===== src/rtl/usb_nrzi_rx_decoder_pkg.sv =====
// usb_rx_pkg: line-state and EOP FSM encodings shared by the NRZI receive decoder.
package usb_rx_pkg;
  typedef enum logic [1:0] {LS_J, LS_K, LS_SE0} line_state_e;
  typedef enum logic [1:0] {RX, SE0_1, SE0_2, EOP_J} rx_state_e;
endpackage


===== src/rtl/usb_nrzi_rx_decoder_line_state.sv =====
// usb_line_state: D+/D- line-state decode and the previous J/K state register.
module usb_line_state
  import usb_rx_pkg::*;
(
  input  logic        clk,
  input  logic        n_rst,
  input  logic        d_plus_i,
  input  logic        d_minus_i,
  input  logic        shift_enable_i,
  output line_state_e ls_o,
  output line_state_e prev_ls_o
);
  line_state_e prev_q, prev_d;
  assign ls_o = (d_plus_i ^ d_minus_i) ? (d_plus_i ? LS_J : LS_K) : LS_SE0;
  assign prev_d = (shift_enable_i && ls_o != LS_SE0) ? ls_o : prev_q;
  assign prev_ls_o = prev_q;
  always_ff @(posedge clk or negedge n_rst)
    if (!n_rst) prev_q <= LS_J;
    else prev_q <= prev_d;
endmodule


===== src/rtl/usb_nrzi_rx_decoder.sv =====
// usb_nrzi_rx_decoder: NRZI decode, bit unstuffing, EOP detection and LSB-first deserialisation.
// Define USB_RX_STUFF_CHECK_EN to flag stuff-bit violations on stuff_err.
module usb_nrzi_rx_decoder
  import usb_rx_pkg::*;
#(
  parameter int STUFF_LEN = 6,
  parameter int WORD_W    = 8
) (
  input  logic              clk,
  input  logic              n_rst,
  input  logic              d_plus,
  input  logic              d_minus,
  input  logic              shift_enable,
  input  logic              rcving,
  output logic              d_orig,
  output logic              bit_valid,
  output logic [WORD_W-1:0] rx_word,
  output logic              word_valid,
  output logic              eop,
  output logic              stuff_err
);
`ifdef USB_RX_STUFF_CHECK_EN
  localparam bit STUFF_CHK = 1'b1;
`else
  localparam bit STUFF_CHK = 1'b0;
`endif
  localparam int OW = $clog2(STUFF_LEN + 1);
  localparam int BW = $clog2(WORD_W);
  line_state_e ls, prev_ls;
  rx_state_e state_q, state_d, st;
  logic [OW-1:0] ones_q, ones_d;
  logic [BW-1:0] bit_cnt_q, bit_cnt_d;
  logic [WORD_W-1:0] shift_q, shift_d, rx_word_q, rx_word_d;
  logic d_orig_q, d_orig_d, bit_valid_q, bit_valid_d, word_valid_q, word_valid_d;
  logic stuff_err_q, stuff_err_d, dec;
  usb_line_state u_line (
    .clk            (clk),
    .n_rst          (n_rst),
    .d_plus_i       (d_plus),
    .d_minus_i      (d_minus),
    .shift_enable_i (shift_enable),
    .ls_o           (ls),
    .prev_ls_o      (prev_ls)
  );
  always_comb begin
    st = (state_q == EOP_J) ? RX : state_q;
    state_d = st;
    ones_d = ones_q;
    bit_cnt_d = bit_cnt_q;
    shift_d = shift_q;
    rx_word_d = rx_word_q;
    d_orig_d = d_orig_q;
    bit_valid_d = 1'b0;
    word_valid_d = 1'b0;
    stuff_err_d = 1'b0;
    dec = (ls == prev_ls);
    if (shift_enable) begin
      if (ls == LS_SE0) begin
        state_d = (st == RX) ? SE0_1 : SE0_2;
      end else if (st == SE0_2) begin
        state_d = (ls == LS_J) ? EOP_J : RX;
        stuff_err_d = STUFF_CHK && ls == LS_K;
        ones_d = (ls == LS_J) ? '0 : ones_q;
        bit_cnt_d = (ls == LS_J) ? '0 : bit_cnt_q;
      end else if (st == SE0_1) begin
        state_d = RX;
      end else begin
        d_orig_d = dec;
        if (ones_q == OW'(STUFF_LEN)) begin
          // stuff bit is always dropped; a 1 here starts a new run of ones
          stuff_err_d = STUFF_CHK && dec;
          ones_d = (STUFF_CHK && dec) ? OW'(1) : '0;
        end else begin
          ones_d = dec ? ones_q + OW'(1) : '0;
          bit_valid_d = 1'b1;
          shift_d = {dec, shift_q[WORD_W-1:1]};
          word_valid_d = (bit_cnt_q == BW'(WORD_W - 1));
          bit_cnt_d = word_valid_d ? '0 : bit_cnt_q + BW'(1);
          rx_word_d = word_valid_d ? shift_d : rx_word_q;
        end
      end
    end
    if (!rcving) begin
      state_d = (state_d == EOP_J) ? EOP_J : RX;
      ones_d = '0;
      bit_cnt_d = '0;
      shift_d = shift_q;
      rx_word_d = rx_word_q;
      d_orig_d = d_orig_q;
      bit_valid_d = 1'b0;
      word_valid_d = 1'b0;
      stuff_err_d = 1'b0;
    end
  end
  always_ff @(posedge clk or negedge n_rst)
    if (!n_rst) begin
      state_q <= RX;
      ones_q <= '0;
      bit_cnt_q <= '0;
      shift_q <= '0;
      rx_word_q <= '0;
      d_orig_q <= 1'b1;
      bit_valid_q <= 1'b0;
      word_valid_q <= 1'b0;
      stuff_err_q <= 1'b0;
    end else begin
      state_q <= state_d;
      ones_q <= ones_d;
      bit_cnt_q <= bit_cnt_d;
      shift_q <= shift_d;
      rx_word_q <= rx_word_d;
      d_orig_q <= d_orig_d;
      bit_valid_q <= bit_valid_d;
      word_valid_q <= word_valid_d;
      stuff_err_q <= stuff_err_d;
    end
  assign d_orig = d_orig_q;
  assign bit_valid = bit_valid_q;
  assign rx_word = rx_word_q;
  assign word_valid = word_valid_q;
  assign eop = (state_q == EOP_J);
  assign stuff_err = stuff_err_q;
endmodule


===== config.mk =====
export PLATFORM = sky130hd
export DESIGN_NAME = usb_nrzi_rx_decoder
export DESIGN_NICKNAME = d
export VERILOG_FILES = /design/src/rtl/usb_nrzi_rx_decoder_pkg.sv /design/src/rtl/usb_nrzi_rx_decoder_line_state.sv /design/src/rtl/usb_nrzi_rx_decoder.sv
export SDC_FILE = /design/constraint.sdc
export NUM_CORES = 1
export LEC_CHECK = 0
export CAP_MARGIN = 20
export CORE_UTILIZATION = 35
export CTS_BUF_LIST = sky130_fd_sc_hd__clkbuf_16
export DETAILED_ROUTE_END_ITERATION = 8
export REMOVE_ABC_BUFFERS = 1
export SYNTH_ARGS = -nofsm -noshare
export SYNTH_HDL_FRONTEND = slang
export SYNTH_SLANG_ARGS = --single-unit
export TNS_END_PERCENT = 50

===== constraint.sdc =====
create_clock -name clk -period 1.8 [get_ports clk]
set_input_delay 0.36 -clock clk [delete_from_list [all_inputs] [get_ports clk]]
set_output_delay 0.36 -clock clk [all_outputs]
set_load 0.01 [all_outputs]

==> results of run 1 <==
-- cell usage in the layout, fill, tap and decap left out, types with 2 or more instances in the layout --
master,n
o21ai_0,10
ha_4,2
dlygate4sd2_1,2
dfrtp_1,27
buf_4,18
ha_1,7
nand2_1,6
and2_1,2
nor2_1,4
a22o_1,3
clkdlybuf4s50_1,14
xnor2_1,2
nand2b_4,2
mux2_4,14
clkbuf_16,3
inv_1,8
-- routing by layer --
layer	global-route usage [%]	up-vias	routed length (µm)
li1	-	444	-
met1	18.4	437	1210
met2	23.5	5	1310
met3	1.79	2	26
met4	6.25	0	30
met5	0	-	0
-- worst max path at each step --
stage,start,endpoint,cells past startpoint
floorplan,d_plus,rx_word[0],6
global placement,d_plus,shift_q[1],7
detailed placement,d_plus,shift_q[2],7
CTS,d_minus,shift_q[1],7
global route,state_q[1],rx_word[6],6
finish,state_q[1],shift_q[2],6
-- cell families (layout without fill, tap and decap cells) --
group | count (synthesis) | in the layout | synth area share (%)
simple gates | 20 | 21 | 8.92
buf+inv | 12 | 50 | 4.00
fa+ha+maj | 10 | 10 | 9.29
mux | 15 | 15 | 14.8
flops | 28 | 28 | 52.1
compound gates | 19 | 19 | 9.30
xor+xnor | 2 | 2 | 1.30
other cells | 1 | 1 | 0.279
-- flip-flops by register name, summed over array words and instances, names as in the netlist --
| name | count |
|---|---|
| bit_cnt_q | 3 |
| ones_q | 3 |
| word_valid | 1 |
| rx_word | 8 |
| bit_valid | 1 |
| d_orig | 1 |
| shift_q | 7 |
| state_q | 2 |
| u_line.prev_ls_o | 2 |
-- worst max-delay path, delay by kind of cell (launching register included) --
family | cells | cell delay, ns
fa+ha+maj | 1 | 0.21
buf+inv | 2 | 0.29
flops | 1 | 0.41
mux | 1 | 0.30
simple gates | 2 | 0.42
-- through the flow --
stage / cells / util, % / TNS, ns
after CTS: 193 / 50.0 / 0
after floorplan: 104 / - / -6.11
after global placement: 186 / 45.7 / -11.49
final: 194 / 51.3 / 0
after detailed placement: 186 / 45.7 / -12.35
after global routing: 194 / 51.3 / -0.0414
-- power by group through the flow --
stage	logic (mW)	registers, mW	clock network, mW
after floorplan	0.143	0.780	0
after global placement	0.240	0.795	0
after detailed placement	0.248	0.796	0
after CTS	0.272	0.785	0.667
after global routing	0.341	0.800	0.684
final	0.309	0.790	0.648
-- layout make-up --
cell class / count / share of cell area, %
clock inverters: 1 / 1.59
multi-input cells: 68 / 35.0
repair buffers: 37 / 17.4
clock buffers: 3 / 3.97
flip-flops and latches: 28 / 37.1
inverters: 9 / 1.79
well taps: 48 / 3.17
-- timing repair --
item / in CTS / in global routing
resized for setup: 10 / 10
setup endpoints to repair: 23 / 9
gates cloned: 1 / 0
buffers inserted: 2 / 1
pin swaps: 3 / 2
==> flow_summary.ini, run 1 <==
[clock_tree]
htreeDepth = 1
cts-root-buf = clkbuf_16
cts_tree = done
clock_latency_ns = 0.26
path_clk_slew_ns = 0.07
clock_sinks = 28
numCtsBuffers = 3
cts_hold_buf = 0
clk_path_buf_depth = 2

[global_routing]
grt_pass1_wl_um = 4510
grtUsageTotal_pct = 14.2
antenna_found_initial = 0
grt_pass1_vias = 989
grt_max_degree = 29
gr-total-overflow = 0

[sta]
hold_viol = 0
fin_crit_sh_pct = 97.4
post-route-min-period_ns = 1.75
slew_violations = 0
finalHoldWorstSlack_ns = 0.480
final.setup_skew_ns = 0.00268
finalSetupViolCount = 0
layout_setup_ws_ns = 0.0470
rsz0062_at_grt = yes
fmax_ghz = 0.570

[pwr]
p_per_area_mw_per_mm2 = 923
seq_power_share_pct = 45.2
p_sw_share_pct = 22.2
power.internal_mw = 1.36
p_sw_uw = 387
p_clk_share_pct = 37.1
combPwrFrac_pct = 17.7
power.leakage_nw = 0.943
max-vdd-ir-drop_mv = 0.432
total_power_mw = 1.75

[layout]
drive_above_1_share_pct = 33.6
multi_input_area_um2 = 662
final_area_mm2 = 0.00189
ff_latch_area_um2 = 702
num-nets-final = 163
area_growth_pct = 40.5
final.fill_count = 328
antenna_cells = 0

[placement]
io_buffer_count = 17
gp_congestion = 0.754
place_area_mm2 = 0.00168
place_ws_ns = -0.622
dp_hpwl_um = 1740

[floorplan]
dieWidth_um = 64.0
initial_core_util_pct = 36.5
core_area_mm2 = 0.00369
io_pins = 19
die_h_um = 64.0
rows = 22
fp.dieArea_mm2 = 0.00410

[synth]
netlist_top_cells_count = 27 x dfrtp_1, 10 x ha_1, 10 x o21ai_0, 9 x inv_1, 8 x mux2_4
synthCells = 107
synth_top_area_share_pct = 50.2
synthArstFlopShare_pct = 100
synth_seq_cells = 28
avgSynthCellArea_um2 = 12.6
synth_edf_count = 0
synth_area_leaders = dfrtp_1 50%, ha_1 9.3%, mux2_4 8.9%, mux2_2 5.9%, o21ai_0 3.7%
ys.flop_type = dfrtp_1
mappedNetlistArea_mm2 = 0.00135
ys_seq_area_share_pct = 52.1
netlist-cell-type-count = 28
synth_top_area_cell = dfrtp_1
ys_warn_count = 0
synthMostInstantiatedCell = dfrtp_1

[worst_setup_path]
path_class = flip-flop to flip-flop
timing.rr.start = state_q[1]
required_ns = 1.94
startpoint_type = flip-flop
crit_chain = ha_2, nand2b_4, nor4b_4, buf_6, buf_8, mux2_4
r2r_cells = 6
reg2reg_to = shift_q[2]
r2r_slack_ns = 0.05
critPathArrivalTime_ns = 1.90
crit_fanout = 7
max_stage_delay_ns = 0.41
slowest_stage = dfrtp_1
endpoint_kind = flip-flop

[drt]
route.detailed.drc = 2
drtIter0Drc = 26
vias = 888
ant_nets = 0
wire_per_inst_um = 13.3
via_per_inst = 4.58
firstDrtPassIters = 5
routed_wirelength_um = 2580

[min_path]
hold_path.class = input port to async pin

[run]
cap_violations = 0

[status]
status = finished with violations
violations = DRC
Note: power is estimated with default switching activity, not from simulation.
==> inputs of run 2 (changes only) <==
- ABC_AREA: unset -> 0
- SYNTH_HIERARCHICAL: unset -> 1
==> run 2 against run 1 <==
Compared with the run above:
- the run now ends clean
- final area fell by 1.5%
- maximum frequency rose by 0.51%
- first-iteration DRC count rose by 7.7%
- non-clock buffer count fell by 4
- synthesized cell count rose by 8.4%
- sequential power rose by 2%
- utilization fell by 1.5 points
- register-to-register slack improved by 0.03 ns
- largest cell class unchanged
- largest power group unchanged
- highest routed layer unchanged
==> flow_summary.ini, run 2 <==
[worst_setup_path]
path_class = input port to flip-flop
reg2reg_to = rx_word[7]
critPathArrivalTime_ns = 1.89
required_ns = 1.94
crit_fanout = 5
endpoint_kind = flip-flop
r2r_slack_ns = 0.08
r2r_cells = 7
timing.rr.start = state_q[0]
startpoint_type = input port

[min_path]
hold_path.class = input port to async pin

[synth]
avgSynthCellArea_um2 = 12.0
ys.flop_type = dfrtp_1
synth_edf_count = 0
synthArstFlopShare_pct = 100
netlist_top_cells_count = 27 x dfrtp_1, 25 x nand2_1, 9 x ha_1, 9 x mux2_4, 5 x inv_1
synthMostInstantiatedCell = dfrtp_1
synth_area_leaders = dfrtp_1 49%, mux2_4 9.7%, ha_1 8.1%, nand2_1 6.8%, mux2_2 2.4%
synth_seq_cells = 28
netlist-cell-type-count = 34
synth_top_area_cell = dfrtp_1
synthCells = 116
ys_warn_count = 6
mappedNetlistArea_mm2 = 0.00139
ys_seq_area_share_pct = 50.5
synth_top_area_share_pct = 48.6

[layout]
antenna_cells = 0
num-nets-final = 168
post-route-util_pct = 49.8
final_area_mm2 = 0.00186
ff_latch_area_um2 = 702
final_common_cell = dfrtp_1
largest_reg_flops = 8
final.fill_count = 359
multi_input_area_um2 = 674
drive_above_1_share_pct = 29.6
final_cell_mix = 27 x dfrtp_1, 25 x nand2_1, 16 x clkdlybuf4s50_1, 15 x buf_4, 10 x mux2_4
area_growth_pct = 34.0

[pwr]
p_clk_share_pct = 35.7
p_sw_uw = 440
power.leakage_nw = 0.961
p_sw_share_pct = 24.4
p_per_area_mw_per_mm2 = 966
power.internal_mw = 1.36
combPwrFrac_pct = 19.4
max-vdd-ir-drop_mv = 0.579
seq_power_share_pct = 44.9

[sta]
slew_violations = 0
fmax_ghz = 0.573
post-route-min-period_ns = 1.74
finalSetupViolCount = 0
fin_crit_sh_pct = 96.9
hold_viol = 0
rsz0062_at_grt = no
final.setup_skew_ns = 0.00165

[drt]
firstDrtPassIters = 4
route.detailed.drc = 0
dr_wl_met2_um = 1160
met3RoutedLength_um = 79
vias = 908
via_per_inst = 4.54
ant_nets = 0
wl_met1_um = 1180
highest_layer = met4
routed_wirelength_um = 2440
drtIter0Drc = 28
wire_per_inst_um = 12.2

[clock_tree]
clk_path_buf_depth = 2
cts-root-buf = clkbuf_16
htreeDepth = 1
cts_tree = done
clock_sinks = 28
numCtsBuffers = 3
clock_latency_ns = 0.26
path_clk_slew_ns = 0.06

[global_routing]
grt_max_degree = 29
grt_pass1_wl_um = 4220
antenna_found_initial = 0
gr-total-overflow = 0
grt_pass1_vias = 959
grtUsageTotal_pct = 13.3

[floorplan]
fp.dieArea_mm2 = 0.00423
dieWidth_um = 65.0
initial_core_util_pct = 37.1
io_pins = 19
core_area_mm2 = 0.00374
rows = 22
die_h_um = 65.0

[run]
cap_violations = 0

[placement]
io_buffer_count = 17
gp_congestion = 0.794
dp_hpwl_um = 1670
place_area_mm2 = 0.00169

[status]
status = completed
-- run 2: layout make-up --
class                           instances  share of cell area [%]
Clock buffer                            3                    4.03
Multi-Input combinational cell         81                    36.2
Clock inverter                          1                    1.61
Timing Repair Buffer                   33                    15.9
Tap cell                               48                    3.22
Sequential cell                        28                    37.7
Inverter                                6                    1.34
-- run 2: stage by stage --
step | power [mW] | setup TNS, ns | cells | hold slack, ns | setup WS, ns
after floorplan | 1.00 | 0 | 114 | 0.0644 | 0.0115
after global placement | 1.13 | -4.45 | 191 | 0.466 | -0.264
after detailed placement | 1.14 | -5.12 | 191 | 0.491 | -0.296
after CTS | 1.81 | 0 | 198 | 0.481 | 0.0163
after global routing | 1.90 | 0 | 200 | 0.506 | 0.00523
final | 1.80 | 0 | 200 | 0.474 | 0.0559
-- run 2: worst max path at each step --
stage	from	endpoint	slack, ns	cells past startpoint
finish	d_minus	rx_word[7]	0.06	7
detailed placement	d_plus	rx_word[7]	-0.30	8
global placement	d_plus	state_q[1]	-0.26	8
floorplan	d_plus	rx_word[0]	0.01	7
global route	state_q[0]	rx_word[7]	0.005	7
CTS	state_q[0]	rx_word[7]	0.02	7
-- run 2: repair_timing --
item,4_1_cts,5_1_grt
setup endpoints to repair,9,12
hold buffers,0,0
gates resized for setup,2,4
buffers inserted,2,2
gates cloned,1,0
pin swaps,2,0
-- run 2: power groups by stage --
stage               Clock [mW]  Combinational (mW)  Sequential, mW
finish                   0.643               0.349           0.808
global route             0.689               0.391           0.822
CTS                      0.662               0.339           0.809
detailed placement           0               0.323           0.822
global placement             0               0.312           0.819
floorplan                    0               0.197           0.808
-- run 2: cells by family after synthesis --
group	count (synthesis)	share of synthesized area [%]
AOI/OAI and AO/OA	11	5.94
xor gates and xnor gates	2	1.26
adders and majority gates	9	8.10
DFF	28	50.5
other	1	0.270
buffers and inverters	8	3.15
and+or+nand+nor	43	17.2
muxes	14	13.6
-- run 2: per-layer routing --
metal | global-route usage, % | vias up
li1 | - | 462
met2 | 22.1 | 17
met5 | 0 | -
met4 | 4.08 | 0
met1 | 16.6 | 427
met3 | 3.70 | 2
-- run 2: worst max-delay path, stage by stage --
cell	delay, ns
clkdlybuf4s50_1	0.51
ha_4	0.22
nand2b_1	0.15
nand4_4	0.13
inv_4	0.13
nand2_8	0.08
mux2_4	0.32
==> inputs of run 3 (changes only) <==
- PLACE_DENSITY: unset -> 0.65
==> run 3 against run 2 <==
Compared with the run above:
- combinational power down 3%
- via count up 0.77%
- clock-buffer cell count unchanged
- final cell count down 2.5%
- critical path type is now flip-flop to primary output
==> flow_summary.ini, run 3 (synthesis gave the netlist of run 2 again) <==
[floorplan]
io_pins = 19
core_area_mm2 = 0.00374
initial_core_util_pct = 37.1
fp.dieArea_mm2 = 0.00423
rows = 22
die_h_um = 65.0
dieWidth_um = 65.0

[placement]
place_inst = 191
io_buffer_count = 17
dp_hpwl_um = 1800
gp_congestion = 0.786

[clock_tree]
cts_tree = done
numCtsBuffers = 3
post_cts.repair.setup_buffers = 0
path_clk_slew_ns = 0.07
clk_path_buf_depth = 2
cts-root-buf = clkbuf_16
clock_sinks = 28
clock_latency_ns = 0.26
htreeDepth = 1

[sta]
fin_crit_sh_pct = 94.9
finalSetupViolCount = 0
slew_violations = 0
tns_ns = 0
fmax_ghz = 0.586
rsz0062_at_grt = no
post-route-min-period_ns = 1.71
hold_viol = 0
final.setup_skew_ns = 0.00246

[layout]
final_cell_mix = 27 x dfrtp_1, 25 x nand2_1, 15 x clkdlybuf4s50_1, 11 x buf_4, 10 x mux2_4
final_common_cell = dfrtp_1
final.fill_count = 343
largest_reg_flops = 8
area_growth_pct = 31.5
multi_input_area_um2 = 667
final_cells = 195
drive_above_1_share_pct = 27.9
antenna_cells = 0
ff_latch_area_um2 = 702
num-nets-final = 163

[worst_setup_path]
startpoint_type = flip-flop
reg2reg_to = rx_word[6]
timing.rr.start = state_q[0]
endpoint = eop
endpoint_kind = primary output
r2r_slack_ns = 0.10
critPathArrivalTime_ns = 1.35
path_class = flip-flop to primary output
required_ns = 1.44
crit_fanout = 4
r2r_cells = 7
crit_start = state_q[1]

[min_path]
hold_path.class = input port to async pin

[global_routing]
antenna_found_initial = 0
grt_pass1_wl_um = 4220
gr-total-overflow = 0
grt_max_degree = 29
grt_pass1_vias = 946
grtUsageTotal_pct = 13.4

[drt]
routed_wirelength_um = 2400
via_per_inst = 4.69
firstDrtPassIters = 4
wire_per_inst_um = 12.3
drtIter0Drc = 22
vias = 915
ant_nets = 0
route.detailed.drc = 0

[pwr]
p_sw_uw = 444
total_power_mw = 1.80
power.internal_mw = 1.35
max-vdd-ir-drop_mv = 0.649
seq_power_share_pct = 45.0
p_per_area_mw_per_mm2 = 984
p_sw_share_pct = 24.7
power.leakage_nw = 0.934
p_clk_share_pct = 36.1
combPwrFrac_pct = 18.9

[run]
cap_violations = 0

[status]
status = completed
[run 3: cell count changes in the layout (fill, tap and decap cells not counted), sizes merged]
cell | previous run | this run
clkdlybuf4s50 | 16 | 15
dlymetal6s2s | 1 | 2
nand2 | 27 | 26
buf | 16 | 12
[run 3: final cells by class]
cell class | count | area share (%)
Timing Repair Buffer | 29 | 14.7
Tap cell | 48 | 3.29
Clock inverter | 1 | 1.64
Multi-Input combinational cell | 80 | 36.5
Clock buffer | 3 | 4.11
Sequential cell | 28 | 38.4
Inverter | 6 | 1.37
[run 3: critical path, cell delays in order, from the launching register on]
cell and delay, ns:
dfrtp_1 0.39, ha_1 0.16, clkdlybuf4s50_1 0.53
[run 3: worst min-delay path by stage]
stage                from      endpoint  slack [ns]  cells after the start
2_1_floorplan       n_rst  bit_cnt_q[0]        0.06                      0
3_3_place_gp   shift_q[1]    shift_q[1]        0.46                      2
3_5_place_dp   shift_q[1]    shift_q[1]        0.48                      2
4_1_cts             n_rst    rx_word[0]        0.49                      2
5_1_grt             n_rst    word_valid        0.51                      2
6_report            n_rst    word_valid        0.48                      2
[run 3: layer usage]
metal / track usage, % / share of wire [%]
met1: 15.8 / 45
met2: 23.8 / 51
met4: 3.26 / 0.96
met5: 0 / 0
met3: 3.70 / 2.9
[run 3: repair_timing]
item                                   in CTS  in global routing
hold buffers                                0                  0
endpoints found under the hold margin       0                  0
resized for setup                           2                  6
setup endpoints to repair                   9                 12
pin swaps                                   0                  2
[run 3: power groups by stage]
stage	Combinational, mW	Clock [mW]	Sequential, mW
2_1_floorplan	0.197	0	0.808
3_3_place_gp	0.311	0	0.817
3_5_place_dp	0.325	0	0.823
4_1_cts	0.336	0.673	0.811
5_1_grt	0.384	0.694	0.829
6_report	0.339	0.650	0.809
[run 3: through the flow]
step | area, µm² | utilization (%) | worst slack, ns | hold WS [ns]
2_1_floorplan | 1370 | - | 0.0115 | 0.0644
3_3_place_gp | 1690 | 45.2 | -0.258 | 0.464
3_5_place_dp | 1690 | 45.2 | -0.298 | 0.482
4_1_cts | 1810 | 48.4 | 0.0253 | 0.492
5_1_grt | 1830 | 48.8 | 0.00708 | 0.509
6_report | 1830 | 48.8 | 0.0925 | 0.476
